File: src/rtl/div_int_multi.sv
// div_int_multi: iterative signed/unsigned divider retiring STEPS quotient bits per clock
module div_int_multi #(
  parameter int WIDTH = 8,
  parameter int STEPS = 1
) (
  input  logic             clk,
  input  logic             rst_n,
  input  logic             start,
  input  logic             sgn,
  input  logic [WIDTH-1:0] x,
  input  logic [WIDTH-1:0] y,
  output logic             busy,
  output logic             valid,
  output logic             dbz,
  output logic             ovf,
  output logic [WIDTH-1:0] q,
  output logic [WIDTH-1:0] r
);
  localparam int ITERS = WIDTH / STEPS;
  localparam int CW = $clog2(ITERS + 1);
  localparam logic [CW-1:0] LAST = CW'(ITERS - 1);
  typedef enum logic [1:0] {IDLE, CALC, FIX} state_t;
  if (WIDTH % STEPS != 0) begin : g_bad
    $error("div_int_multi: WIDTH must be a multiple of STEPS");
  end
  state_t state, state_nx;
  logic [CW-1:0] cnt;
  logic [WIDTH-1:0] dd, dd_nx, ym, xa, ya;
  logic [WIDTH:0] acc, acc_nx;
  logic qs, rs, zero, ovf_c, go;
  assign zero = y == '0;
  assign ovf_c = sgn && x == {1'b1, {(WIDTH-1){1'b0}}} && &y;
  assign go = state == IDLE && start;
  assign busy = state != IDLE;
  assign xa = sgn && x[WIDTH-1] ? -x : x;
  assign ya = sgn && y[WIDTH-1] ? -y : y;
  // state register
  always_ff @(posedge clk or negedge rst_n)
    if (!rst_n) state <= IDLE;
    else state <= state_nx;
  // next state: trivial requests (y==0, MIN/-1) finish in IDLE without iterating
  always_comb begin
    state_nx = state;
    state_nx = state == IDLE ? (start && !zero && !ovf_c ? CALC : IDLE)
             : state == CALC ? (cnt == LAST ? FIX : CALC) : IDLE;
  end
  // STEPS restoring shift/subtract steps, MSB first; quotient bits shift into dd
  always_comb begin
    acc_nx = acc;
    dd_nx = dd;
    for (int i = 0; i < STEPS; i++) begin
      acc_nx = {acc_nx[WIDTH-1:0], dd_nx[WIDTH-1]};
      dd_nx = {dd_nx[WIDTH-2:0], 1'b0};
      if (acc_nx >= {1'b0, ym}) begin
        acc_nx = acc_nx - {1'b0, ym};
        dd_nx[0] = 1'b1;
      end
    end
  end
  // datapath: latch magnitudes on accept, iterate in CALC, apply signs in FIX
  always_ff @(posedge clk or negedge rst_n)
    if (!rst_n) begin
      {cnt, dd, ym, acc, qs, rs, q, r, valid, dbz, ovf} <= '0;
    end else if (go) begin
      valid <= 1'b0;
      dbz <= zero;
      ovf <= ovf_c;
      q <= '0;
      r <= '0;
      dd <= xa;
      ym <= ya;
      acc <= '0;
      cnt <= '0;
      qs <= sgn & (x[WIDTH-1] ^ y[WIDTH-1]);
      rs <= sgn & x[WIDTH-1];
    end else if (state == CALC) begin
      acc <= acc_nx;
      dd <= dd_nx;
      cnt <= cnt + CW'(1);
    end else if (state == FIX) begin
      q <= qs ? -dd : dd;
      r <= rs ? -acc[WIDTH-1:0] : acc[WIDTH-1:0];
      valid <= 1'b1;
    end
endmodule

File: config.mk
export PLATFORM = sky130hd
export DESIGN_NAME = div_int_multi
export DESIGN_NICKNAME = d
export VERILOG_FILES = /design/src/rtl/div_int_multi.sv
export SDC_FILE = /design/constraint.sdc
export NUM_CORES = 1
export LEC_CHECK = 0
export ABC_CLOCK_PERIOD_IN_PS = 5000
export CAP_MARGIN = 5
export CORE_MARGIN = 4
export CORE_UTILIZATION = 70
export CTS_BUF_LIST = sky130_fd_sc_hd__clkbuf_8
export DETAILED_ROUTE_END_ITERATION = 6
export DONT_BUFFER_PORTS = 1
export PLACE_DENSITY = 0.86
export SETUP_SLACK_MARGIN = 0.15
export SLEW_MARGIN = 10
export SYNTH_ARGS = -nofsm -noshare
export SYNTH_HDL_FRONTEND = slang
export SYNTH_SLANG_ARGS = --single-unit
File: constraint.sdc
create_clock -name clk -period 5 [get_ports clk]
set_input_delay 0 -clock clk [delete_from_list [all_inputs] [get_ports clk]]
set_output_delay 0 -clock clk [all_outputs]
set_load 0.05 [all_outputs]
==> flow_summary_export.csv <==
group,metric,value,unit
setup_path,crit_slowest_cell,"dfrtp_1",
synth,synth_edf_count,0,
floorplanning,die_h,73.7,µm
flow_run,drv_cap,0,
route,avgViaCountPerCell,6.25,
grt,grt_pass1_vias,2425,
sta,maxSlewViolCount,0,
setup_path,crit_path_end_kind,"register",
place,dp_slack,2.71,ns
power,peakVddDrop,312,µV
clock_tree,cts_buffers,5,
setup_path,path_max_fanout,11,
finish,final_core_utilization,80.6,%
place,globalplace.congestion,0.921,
min_path,min-delay-start,"y[3]",
clock_tree,clkTransAtPathRegs,0.09,ns
setup_path,critPathLaunchType,"register",
setup_path,worstPathRequired,5.14,ns
route,vias,2514,
finish,syn_to_final_growth,9.07,%
grt,antenna_found_initial,0,
setup_path,crit_arrival,2.49,ns
route,antenna_left,0,
finish,final_layout_size_suffix_gt1_share,3.69,%
sta,slew_headroom,20.7,%
synth,syn_area_per_cell,8.91,µm²
route,wl_per_cell,16.5,µm
synth,syn_area,3020,µm²
setup_path,setup.worst_path.class,"reg2reg",
setup_path,crit_start,"acc[0]",
place,place_hpwl,4.42,mm
setup_path,reg2reg_setup_slack,2.65,ns
sta,finalSetupTns,0,ns
grt,grt_max_degree,52,
synth,syn_inst,339,
place,place_area,2980,µm²
clock_tree,cts_setup_buffers,0,
power,p_per_area,683,nW/µm²
floorplanning,die-area,5430,µm²
clock_tree,root_buffer,"clkbuf_8",
sta,tightest_slew,1.19,ns
floorplanning,start_util,73.9,%
status,status,"finished, violations left",
sta,hold_viol,2,
synth,seq_area_frac_synth,42.3,%
sta,final.min_clock_period,2.35,ns
floorplanning,core,4090,µm²
clock_tree,cts_max_level,2,
setup_path,rr_worst_depth,7,
setup_path,cp_num_buf_inv,0,
floorplanning,num_rows,23,
sta,fmax,426,MHz
synth,postSynth.asyncResetShare,100,%
route,drtPass1Iterations,4,
route,drt-initial-drc-count,157,
place,port-buffer-count,0,
finish,fill_cells,269,
synth,ys_warn_count,0,
synth,synth_top_area_share,42.3,%
finish,multi_input_area,1570,µm²
grt,gr-usage-all-layers,27.1,%
synth,ys_types,43,
sta,setup_ws,2.65,ns
synth,synthTopCellsByArea,"dfrtp_1 (42%), nand2_1 (7.1%), o21ai_0 (6.5%), ha_1 (5.8%), xor2_1 (5.5%)",
setup_path,cp_cell_sequence,"ha_1 > nor2b_1 > o31ai_2 > a31o_2 > a21o_1 > mux2i_1 > a21oi_1",
route,drc,0,
setup_path,timing.rr.end,"acc[1]",
floorplanning,pin_count,40,
clock_tree,insertion_delay,0.31,ns
min_path,min_path_type,"in2reg",
setup_path,reg2reg_from,"acc[0]",
synth,syn_nets,374,
grt,gr-total-overflow,0,
clock_tree,cts_tree,"yes",
power,p_leak,1.47,nW
clock_tree,cts.sinks,51,
grt,grt_first_pass_wirelength,11.4,mm
finish,antenna_cells,0,
sta,fin_hold_ws,-0.00908,ns
synth,yosysMostFrequentCell,"nand2_1",
clock_tree,cts.path.max_buffers,2,
sta,setup_violations,0,
synth,ys.flop_type,"dfrtp_1",
finish,final_nets,387,
synth,synth_top_area_cell,"dfrtp_1",
min_path,min_path_cells,3,
setup_path,slowest_delay,0.47,ns
finish,final_area,3290,µm²
setup_path,cpLargestDelayFamily,"compound AO/OA/AOI/OAI gates",
min_path,whs_endpoint,"ovf",
sta,period_share,47.0,%
sta,final.setup_skew,0.00578,ns
route,wl,6.63,mm
floorplanning,die_w,73.7,µm
synth,yosys-top-cells-count,"nand2_1 (57), dfrtp_1 (51), o21ai_0 (39)",
finish,seq_area,1280,µm²
sta,rsz0062_at_grt,"no",
synth,ys_seq_elements,51,
status,failed_checks,"hold timing",
[registers in the layout (all words and copies together), names as in the netlist]
name   cells
acc        8
r          8
qs         1
dd         8
state      2
q          8
ym         8
ovf        1
rs         1
cnt        4
dbz        1
valid      1
[per-stage QoR]
stage | total power, mW | std cells
floorplan | 1.81 | 339
global placement | 1.92 | 374
detailed placement | 1.98 | 374
CTS | 2.24 | 402
global route | 2.44 | 402
finish | 2.25 | 402
[metal layers]
| layer | part of all wire (%) | vias to the layer above | track usage, % |
|---|---|---|---|
| li1 | - | 1199 | - |
| met4 | 3.3 | 0 | 10.9 |
| met3 | 6.9 | 29 | 5.34 |
| met1 | 44 | 1164 | 35.2 |
| met5 | 0 | - | 0 |
| met2 | 46 | 122 | 44.2 |
[power breakdown]
part	total (mW)	internal (mW)	switching [mW]
logic	1.09	0.468	0.623
clock network	0.234	0.0961	0.138
registers	0.924	0.586	0.338
[worst max-delay path by stage]
| stage | endpoint | slack, ns | depth (start not counted) |
|---|---|---|---|
| floorplan | acc[6] | 3.07 | 8 |
| global placement | acc[1] | 2.82 | 7 |
| detailed placement | acc[1] | 2.71 | 7 |
| CTS | acc[1] | 2.69 | 7 |
| global route | acc[1] | 2.49 | 7 |
| finish | acc[1] | 2.65 | 7 |
[layout by cell type (no fill, tap or decap), drive strengths merged, types with 3 or more instances in the layout]
cell	n
mux2i	7
o31ai	10
nand2	57
nand4	3
a31oi	8
inv	19
nor2	21
nand3	14
dlygate4sd3	20
xnor2	7
nor3	7
clkbuf	5
dfrtp	51
or3	5
o21ai	40
ha	14
a21oi	10
nor2b	5
xor2	19
nand2b	4
[worst min-delay path, delay by kind of cell]
family           cells  cell delay [ns]
AND/OR/NAND/NOR      2             0.17
AO/OA/AOI/OAI        1             0.08
[final cells by class]
class / count / area share, %
multi-input cells: 254 / 47.8
flip-flops and latches: 51 / 38.7
repair buffers: 21 / 6.91
inverters: 19 / 2.16
clock buffers: 5 / 2.09
well taps: 50 / 1.90
clock inverters: 2 / 0.418
[what timing repair did]
action / CTS / global route
hold buffers: 21 / 0
hold endpoints to repair: 71 / 0
resized for setup: 0 / 0
[logic make-up (layout without fill, tap and decap cells)]
group	count (synthesis)	count (layout)	synth area share, %
AO/OA/AOI/OAI	85	85	17.4
XOR/XNOR	26	26	7.54
adder cells (fa/ha/maj)	15	15	6.46
buffers and inverters	34	47	5.63
flip-flops	51	51	42.3
multiplexers	7	7	2.32
AND/OR/NAND/NOR	121	121	18.4
Power figures use the tool's default switching activity.
